--- src/rtl/conn_pkg.sv ---
`default_nettype none
// +----------------------------------------------------------------------+
// | Module   : conn_pkg                                                  |
// | Brief    : Shared FSM state type and default limits for conn_mode_ctrl|
// | Revision : 1.0                                                       |
// +----------------------------------------------------------------------+
package conn_pkg;

    typedef enum logic [1:0] {
        STABLE = 2'd0,
        DRAIN  = 2'd1,
        SWITCH = 2'd2
    } state_t;

    localparam int c_max_outst_def = 16;
    localparam int c_drain_tmo_def = 1024;

endpackage
`default_nettype wire

--- src/rtl/conn_mode_ctrl_if.sv ---
`default_nettype none
// +----------------------------------------------------------------------+
// | Module   : conn_mode_ctrl_if                                         |
// | Brief    : CSR mode request, XHB handshakes and controller outputs   |
// | Revision : 1.0                                                       |
// +----------------------------------------------------------------------+
interface conn_mode_ctrl_if #(
    parameter int MAX_OUTST = conn_pkg::c_max_outst_def
) ();
    localparam int CW = $clog2(MAX_OUTST + 1);

    logic          MODE_REQ_i;
    logic          ARVALID_i;
    logic          ARREADY_i;
    logic          RVALID_i;
    logic          RREADY_i;
    logic          RLAST_i;
    logic          AWVALID_i;
    logic          AWREADY_i;
    logic          BVALID_i;
    logic          BREADY_i;
    logic          ENABLE_o;
    logic          BLOCK_o;
    logic          MODE_ACK_o;
    logic [CW-1:0] RD_CNT_o;
    logic [CW-1:0] WR_CNT_o;
    logic          ERR_o;

    modport slave (
        input  MODE_REQ_i, ARVALID_i, ARREADY_i, RVALID_i, RREADY_i, RLAST_i,
        input  AWVALID_i, AWREADY_i, BVALID_i, BREADY_i,
        output ENABLE_o, BLOCK_o, MODE_ACK_o, RD_CNT_o, WR_CNT_o, ERR_o
    );

    modport master (
        output MODE_REQ_i, ARVALID_i, ARREADY_i, RVALID_i, RREADY_i, RLAST_i,
        output AWVALID_i, AWREADY_i, BVALID_i, BREADY_i,
        input  ENABLE_o, BLOCK_o, MODE_ACK_o, RD_CNT_o, WR_CNT_o, ERR_o
    );
endinterface
`default_nettype wire

--- src/rtl/conn_outst_cnt.sv ---
`default_nettype none
// +----------------------------------------------------------------------+
// | Module   : conn_outst_cnt                                            |
// | Brief    : Saturating outstanding-burst counter with sticky error    |
// | Revision : 1.0                                                       |
// +----------------------------------------------------------------------+
module conn_outst_cnt #(
    parameter int MAX_OUTST = conn_pkg::c_max_outst_def,
    parameter int CW        = $clog2(MAX_OUTST + 1)
) (
    input  wire logic          clk,
    input  wire logic          rst_n,
    input  wire logic          inc,
    input  wire logic          dec,
    output logic      [CW-1:0] cnt,
    output logic               err
);
    localparam logic [CW-1:0] c_max = CW'(MAX_OUTST);

    logic [CW-1:0] r_cnt;
    logic          r_err;

    // Simultaneous inc and dec cancel; overflow and underflow hold and flag.
    always_ff @(posedge clk or negedge rst_n) begin
        if (!rst_n) begin
            r_cnt <= '0;
            r_err <= 1'b0;
        end else if (inc && !dec) begin
            if (r_cnt == c_max) r_err <= 1'b1;
            else                r_cnt <= r_cnt + CW'(1);
        end else if (dec && !inc) begin
            if (r_cnt == '0) r_err <= 1'b1;
            else             r_cnt <= r_cnt - CW'(1);
        end
    end

    assign cnt = r_cnt;
    assign err = r_err;
endmodule
`default_nettype wire

--- src/rtl/conn_mode_ctrl.sv ---
`default_nettype none
// +----------------------------------------------------------------------+
// | Module   : conn_mode_ctrl                                            |
// | Brief    : Drains outstanding XHB bursts before toggling compression |
// | Revision : 1.0                                                       |
// +----------------------------------------------------------------------+
module conn_mode_ctrl
    import conn_pkg::*;
#(
    parameter int MAX_OUTST = c_max_outst_def,
    parameter int DRAIN_TMO = c_drain_tmo_def
) (
    input wire logic  CLK_i,
    input wire logic  RSTN_i,
    conn_mode_ctrl_if.slave bus
);
    localparam int CW = $clog2(MAX_OUTST + 1);
    localparam int TW = $clog2(DRAIN_TMO + 1);
    localparam logic [CW-1:0] c_cnt_max  = CW'(MAX_OUTST);
    localparam logic [TW-1:0] c_tmo_max  = TW'(DRAIN_TMO);
    localparam logic [TW-1:0] c_tmo_last = TW'(DRAIN_TMO - 1);

    logic          w_ar_hs, w_rl_hs, w_aw_hs, w_b_hs;
    logic [CW-1:0] w_rd_cnt, w_wr_cnt;
    logic          w_rd_err, w_wr_err;
    logic          w_mismatch, w_idle;
    state_t        r_state, w_next;
    logic          r_enable, r_ack, r_tmo_err;
    logic [TW-1:0] r_tmo_cnt;

    assign w_ar_hs    = bus.ARVALID_i & bus.ARREADY_i;
    assign w_rl_hs    = bus.RVALID_i & bus.RREADY_i & bus.RLAST_i;
    assign w_aw_hs    = bus.AWVALID_i & bus.AWREADY_i;
    assign w_b_hs     = bus.BVALID_i & bus.BREADY_i;
    assign w_mismatch = bus.MODE_REQ_i != r_enable;
    assign w_idle     = (w_rd_cnt == '0) && (w_wr_cnt == '0) && !w_ar_hs && !w_aw_hs;

    conn_outst_cnt #(.MAX_OUTST(MAX_OUTST), .CW(CW)) u_rd_cnt (
        .clk(CLK_i), .rst_n(RSTN_i), .inc(w_ar_hs), .dec(w_rl_hs),
        .cnt(w_rd_cnt), .err(w_rd_err)
    );

    conn_outst_cnt #(.MAX_OUTST(MAX_OUTST), .CW(CW)) u_wr_cnt (
        .clk(CLK_i), .rst_n(RSTN_i), .inc(w_aw_hs), .dec(w_b_hs),
        .cnt(w_wr_cnt), .err(w_wr_err)
    );

    always_ff @(posedge CLK_i or negedge RSTN_i) begin
        if (!RSTN_i) r_state <= STABLE;
        else         r_state <= w_next;
    end

    // A returning request aborts the drain before the idle check is considered.
    always_comb begin
        w_next = r_state;
        case (r_state)
            STABLE:  if (w_mismatch) w_next = DRAIN;
            DRAIN: begin
                if (!w_mismatch)  w_next = STABLE;
                else if (w_idle)  w_next = SWITCH;
            end
            SWITCH:  w_next = STABLE;
            default: w_next = STABLE;
        endcase
    end

    always_ff @(posedge CLK_i or negedge RSTN_i) begin
        if (!RSTN_i) begin
            r_enable  <= 1'b0;
            r_ack     <= 1'b0;
            r_tmo_err <= 1'b0;
            r_tmo_cnt <= '0;
        end else begin
            r_ack <= (r_state == SWITCH);
            if (r_state == DRAIN && w_next == SWITCH) r_enable <= ~r_enable;
            if (r_state == DRAIN) begin
                if (w_next != DRAIN)             r_tmo_cnt <= '0;
                else if (r_tmo_cnt != c_tmo_max) r_tmo_cnt <= r_tmo_cnt + TW'(1);
                if (r_tmo_cnt == c_tmo_last)     r_tmo_err <= 1'b1;
            end else begin
                r_tmo_cnt <= '0;
            end
        end
    end

    assign bus.ENABLE_o   = r_enable;
    assign bus.MODE_ACK_o = r_ack;
    assign bus.BLOCK_o    = (r_state != STABLE) | (w_rd_cnt == c_cnt_max) | (w_wr_cnt == c_cnt_max);
    assign bus.RD_CNT_o   = w_rd_cnt;
    assign bus.WR_CNT_o   = w_wr_cnt;
    assign bus.ERR_o      = w_rd_err | w_wr_err | r_tmo_err;
endmodule
`default_nettype wire

--- src/flat_wrapper.sv ---
// flat-port wrapper written by rule: the top's interface ports become plain ports
module conn_mode_ctrl_flat import conn_pkg::*;
#(
    parameter int MAX_OUTST = c_max_outst_def,
    parameter int DRAIN_TMO = c_drain_tmo_def
)
  (CLK_i, RSTN_i, bus_MODE_REQ_i, bus_ARVALID_i, bus_ARREADY_i, bus_RVALID_i, bus_RREADY_i, bus_RLAST_i, bus_AWVALID_i, bus_AWREADY_i, bus_BVALID_i, bus_BREADY_i, bus_ENABLE_o, bus_BLOCK_o, bus_MODE_ACK_o, bus_RD_CNT_o, bus_WR_CNT_o, bus_ERR_o);
  conn_mode_ctrl_if #(.MAX_OUTST(MAX_OUTST)) bus_i ();
  input wire logic CLK_i;
  input wire logic RSTN_i;
  input wire logic [$bits(bus_i.MODE_REQ_i)-1:0] bus_MODE_REQ_i;
  input wire logic [$bits(bus_i.ARVALID_i)-1:0] bus_ARVALID_i;
  input wire logic [$bits(bus_i.ARREADY_i)-1:0] bus_ARREADY_i;
  input wire logic [$bits(bus_i.RVALID_i)-1:0] bus_RVALID_i;
  input wire logic [$bits(bus_i.RREADY_i)-1:0] bus_RREADY_i;
  input wire logic [$bits(bus_i.RLAST_i)-1:0] bus_RLAST_i;
  input wire logic [$bits(bus_i.AWVALID_i)-1:0] bus_AWVALID_i;
  input wire logic [$bits(bus_i.AWREADY_i)-1:0] bus_AWREADY_i;
  input wire logic [$bits(bus_i.BVALID_i)-1:0] bus_BVALID_i;
  input wire logic [$bits(bus_i.BREADY_i)-1:0] bus_BREADY_i;
  output wire logic [$bits(bus_i.ENABLE_o)-1:0] bus_ENABLE_o;
  output wire logic [$bits(bus_i.BLOCK_o)-1:0] bus_BLOCK_o;
  output wire logic [$bits(bus_i.MODE_ACK_o)-1:0] bus_MODE_ACK_o;
  output wire logic [$bits(bus_i.RD_CNT_o)-1:0] bus_RD_CNT_o;
  output wire logic [$bits(bus_i.WR_CNT_o)-1:0] bus_WR_CNT_o;
  output wire logic [$bits(bus_i.ERR_o)-1:0] bus_ERR_o;
  assign bus_i.MODE_REQ_i = bus_MODE_REQ_i;
  assign bus_i.ARVALID_i = bus_ARVALID_i;
  assign bus_i.ARREADY_i = bus_ARREADY_i;
  assign bus_i.RVALID_i = bus_RVALID_i;
  assign bus_i.RREADY_i = bus_RREADY_i;
  assign bus_i.RLAST_i = bus_RLAST_i;
  assign bus_i.AWVALID_i = bus_AWVALID_i;
  assign bus_i.AWREADY_i = bus_AWREADY_i;
  assign bus_i.BVALID_i = bus_BVALID_i;
  assign bus_i.BREADY_i = bus_BREADY_i;
  assign bus_ENABLE_o = bus_i.ENABLE_o;
  assign bus_BLOCK_o = bus_i.BLOCK_o;
  assign bus_MODE_ACK_o = bus_i.MODE_ACK_o;
  assign bus_RD_CNT_o = bus_i.RD_CNT_o;
  assign bus_WR_CNT_o = bus_i.WR_CNT_o;
  assign bus_ERR_o = bus_i.ERR_o;
  conn_mode_ctrl #(.MAX_OUTST(MAX_OUTST), .DRAIN_TMO(DRAIN_TMO)) u_core (.CLK_i(CLK_i), .RSTN_i(RSTN_i), .bus(bus_i));
endmodule
--- config.mk ---
export PLATFORM = sky130hd
export DESIGN_NAME = conn_mode_ctrl_flat
export DESIGN_NICKNAME = d
export VERILOG_FILES = /design/src/rtl/conn_pkg.sv /design/src/rtl/conn_mode_ctrl_if.sv /design/src/rtl/conn_outst_cnt.sv /design/src/rtl/conn_mode_ctrl.sv /design/src/flat_wrapper.sv
export SDC_FILE = /design/constraint.sdc
export NUM_CORES = 1
export LEC_CHECK = 0
export BUFFER_PORTS_ARGS = -buffer_cell sky130_fd_sc_hd__buf_2
export CAP_MARGIN = 10
export CORE_MARGIN = 3
export CORE_UTILIZATION = 54
export CTS_CLUSTER_DIAMETER = 120
export DETAILED_ROUTE_END_ITERATION = 6
export GPL_ROUTABILITY_DRIVEN = 0
export PLACE_DENSITY = 0.73
export REMOVE_ABC_BUFFERS = 1
export SLEW_MARGIN = 5
export SYNTH_ARGS = -nofsm -noshare
export SYNTH_HDL_FRONTEND = slang
export SYNTH_HIERARCHICAL = 1
export SYNTH_SLANG_ARGS = --single-unit
--- constraint.sdc ---
create_clock -name CLK_i -period 3.7 [get_ports CLK_i]
set_clock_uncertainty 0.15 [all_clocks]
set_input_delay 0.555 -clock CLK_i [delete_from_list [all_inputs] [get_ports CLK_i]]
set_output_delay 0.555 -clock CLK_i [all_outputs]
set_load 0.005 [all_outputs]
==> impl_metrics.env <==
export IMPL_status="finished clean"
export IMPL_setup_tns_ns=0
export IMPL_hp_class="input port to asynchronous set/reset pin"
export IMPL_cts_buffers=3
export IMPL_finalWirelength_um=3360
export IMPL_postCtsHoldBufs=0
export IMPL_drive_gt1_frac=0.176
export IMPL_place_worst_setup_slack_ns=1.19
export IMPL_max_freq_mhz=448
export IMPL_yosysTopAreaCell="dfrtp_1"
export IMPL_synth_top_area_frac=0.421
export IMPL_critPathArrivalTime_ns=1.53
export IMPL_fin_cells=230
export IMPL_power_density_nw_per_um2=646
export IMPL_groute_usage_overall=0.200
export IMPL_period_share=0.603
export IMPL_yosysWarnings=6
export IMPL_post_cts_buffers=0
export IMPL_max_clock_path_buffers=2
export IMPL_htreeDepth=1
export IMPL_rows=19
export IMPL_crit_fanout=6
export IMPL_timing_slew_headroom=0.596
export IMPL_busiest_layer="met2"
export IMPL_final_core_util=0.652
export IMPL_layout_nets=224
export IMPL_period_needed_ns=2.23
export IMPL_port_buffers=25
export IMPL_place_hpwl_um=2560
export IMPL_worst_pin_slew_ns=0.605
export IMPL_drtIter0Drc=54
export IMPL_synth_cell_types=35
export IMPL_vias=1322
export IMPL_antenna_found_initial=0
export IMPL_cellLeakagePower_uw=0.000871
export IMPL_setup_viol_count_final=0
export IMPL_ys_ff_latch=28
export IMPL_p_seq_frac=0.436
export IMPL_grt_max_degree=29
export IMPL_grt_pass1_wl_um=5630
export IMPL_drcViolationCount=0
export IMPL_synth_area_um2=1670
export IMPL_n_fill_cell=255
export IMPL_syn_area_per_cell_um2=9.74
export IMPL_pwr_share_comb=0.438
export IMPL_grt_pass1_vias=1263
export IMPL_cts_tree="yes"
export IMPL_cts_sinks=28
export IMPL_hold_violations=0
export IMPL_worst_slack_ns=1.47
export IMPL_use_met2=0.344
export IMPL_grt_use_met3=0.0273
export IMPL_num_io_pins=26
export IMPL_vias_per_cell=5.75
export IMPL_clockPowerShare=0.126
export IMPL_met1_usage=0.254
export IMPL_ant_nets=0
export IMPL_root_buffer="clkbuf_4"
export IMPL_area_growth_pct=11.7
export IMPL_dp_cells=226
export IMPL_die_area_um2=3790
export IMPL_path_clk_slew_ns=0.15
export IMPL_dieHeight_um=61.5
export IMPL_irDropWorstVdd_uv=348
export IMPL_synthTopCellsByArea="dfrtp_1 42%, ha_1 7.5%, xnor2_1 4.2%"
export IMPL_fp_dieW_um=61.5
export IMPL_cts_resized=0
export IMPL_p_switching_uw=504
export IMPL_insertion_delay_ns=0.33
export IMPL_core_um2=2850
export IMPL_cp_data_required_time_ns=2.99
export IMPL_netSwitchingFraction=0.419
export IMPL_slew_violations=0
export IMPL_dr_pass1_iters=4
export IMPL_wl_per_cell_um=14.6
export IMPL_rsz0062_at_grt="no"
export IMPL_cp_end_kind="primary output"
export IMPL_start_util=0.584
export IMPL_max_cap_violations=0
export IMPL_synthCells=171
export IMPL_cp_start_kind="flop"
export IMPL_crit_type="flop to primary output"
export IMPL_overflow=0
export IMPL_seq_area_frac_synth=0.421
export IMPL_internal_power_uw=698
export IMPL_diodes=0
==> registers in the layout, indices dropped and copies added, names as in the netlist <==
signal,cells
u_core/bus.MODE_ACK_o,1
u_core/u_wr_cnt/cnt,5
u_core/u_rd_cnt/cnt,5
u_core/u_rd_cnt/err,1
u_core/r_state,2
u_core/r_tmo_cnt,11
u_core/r_tmo_err,1
u_core/bus.ENABLE_o,1
u_core/u_wr_cnt/err,1
==> cell usage in the layout, fill, tap and decap left out, types with 2 or more instances in the layout <==
| cell | instances |
|---|---|
| and2_1 | 3 |
| clkbuf_4 | 3 |
| nor2b_1 | 3 |
| a2bb2oi_1 | 2 |
| buf_2 | 25 |
| nand3_1 | 5 |
| nor3_1 | 5 |
| o21bai_1 | 2 |
| a21o_1 | 5 |
| xor2_1 | 7 |
| nor2_1 | 17 |
| a211oi_1 | 2 |
| nand2b_1 | 4 |
| nand2_1 | 18 |
| xnor2_1 | 8 |
| or3_1 | 2 |
| inv_1 | 11 |
| nor4_4 | 2 |
| nand4_1 | 2 |
| or4_1 | 2 |
| dfrtp_1 | 28 |
| ha_1 | 10 |
| nor4_1 | 3 |
| a21oi_1 | 6 |
| o21ai_0 | 11 |
| fa_1 | 2 |
==> routing by layer <==
layer  part of all wire  wire (um)
met1               0.44       1470
met2               0.51       1710
met3              0.041        139
met4              0.011         36
met5                  0          0
==> per-stage QoR <==
stage	instance area [um^2]	power [uW]	hold WS, ns
2_1_floorplan	1660	875	0.109
3_3_place_gp	1820	1020	0.286
3_5_place_dp	1820	1060	0.306
4_1_cts	1860	1210	0.0693
5_1_grt	1860	1300	0.0912
6_report	1860	1200	0.0573
==> synth_stat cells <==
library cell   n
nor3_4         1
o21bai_1       2
nand3b_1       1
xnor2_2        1
nor3_1         5
a211oi_1       2
nand3_1        5
a22oi_1        1
ha_1          10
xnor2_1        8
mux2i_1        1
a2bb2oi_1      2
or4_1          2
a21oi_1        6
nor3_2         1
nand4b_2       1
nand2b_1       4
inv_1         11
nand4_1        2
a21o_1         5
nor2_1        17
nor4b_1        1
fa_1           2
nand4b_1       1
nor2b_1        3
and3_1         1
nor4_1         3
o21ai_0       11
dfrtp_1       28
xor2_1         7
and2_1         3
buf_2          1
nor4_4         2
nand2_1       18
or3_1          2
==> worst max-delay path: stages (launching register included) <==
cell	delay, ns
dfrtp_1	0.50
nor4_4	0.36
a22oi_1	0.14
nand2_1	0.09
buf_2	0.11
==> kinds of logic after synthesis <==
kind of cell / count (synthesis) / synth area share
XOR/XNOR: 16 / 0.0887
adder cells (fa/ha/maj): 12 / 0.0992
AND/OR/NAND/NOR: 73 / 0.251
AO/OA/AOI/OAI: 29 / 0.107
multiplexers: 1 / 0.00601
flip-flops: 28 / 0.421
buffers and inverters: 12 / 0.0278
==> layout make-up <==
| cell class | count | area, um^2 | area share |
|---|---|---|---|
| clock buffer | 4 | 36.3 | 0.0195 |
| inverter | 11 | 41.3 | 0.0222 |
| multi-input combinational | 131 | 918 | 0.494 |
| sequential | 28 | 701 | 0.377 |
| tap | 31 | 38.8 | 0.0208 |
| timing repair buffer | 25 | 125 | 0.0672 |
==> power groups by stage <==
| stage | Sequential, uW | Combinational (uW) | Clock (uW) |
|---|---|---|---|
| floorplan | 508 | 366 | 0 |
| global placement | 523 | 497 | 0 |
| detailed placement | 529 | 527 | 0 |
| CTS | 523 | 529 | 153 |
| global route | 542 | 591 | 167 |
| finish | 524 | 527 | 151 |
==> path summary, 6_finish.rpt <==
| check | start | end | slack (ns) | depth (start not counted) |
|---|---|---|---|---|
| max | u_core/u_wr_cnt/cnt[1] | bus_BLOCK_o | 1.47 | 4 |
| min | RSTN_i | u_core/r_state[1] | 0.06 | 1 |
| max reg2reg | u_core/u_wr_cnt/cnt[0] | u_core/u_wr_cnt/cnt[4] | 1.62 | 6 |
| min reg2reg | u_core/r_tmo_err | u_core/r_tmo_err | 0.33 | 1 |
| max in group asynchronous | RSTN_i | u_core/r_tmo_cnt[1] | 2.95 | 1 |
| min in group CLK_i | u_core/r_tmo_err | u_core/r_tmo_err | 0.33 | 1 |
Power figures use the tool's default switching activity.
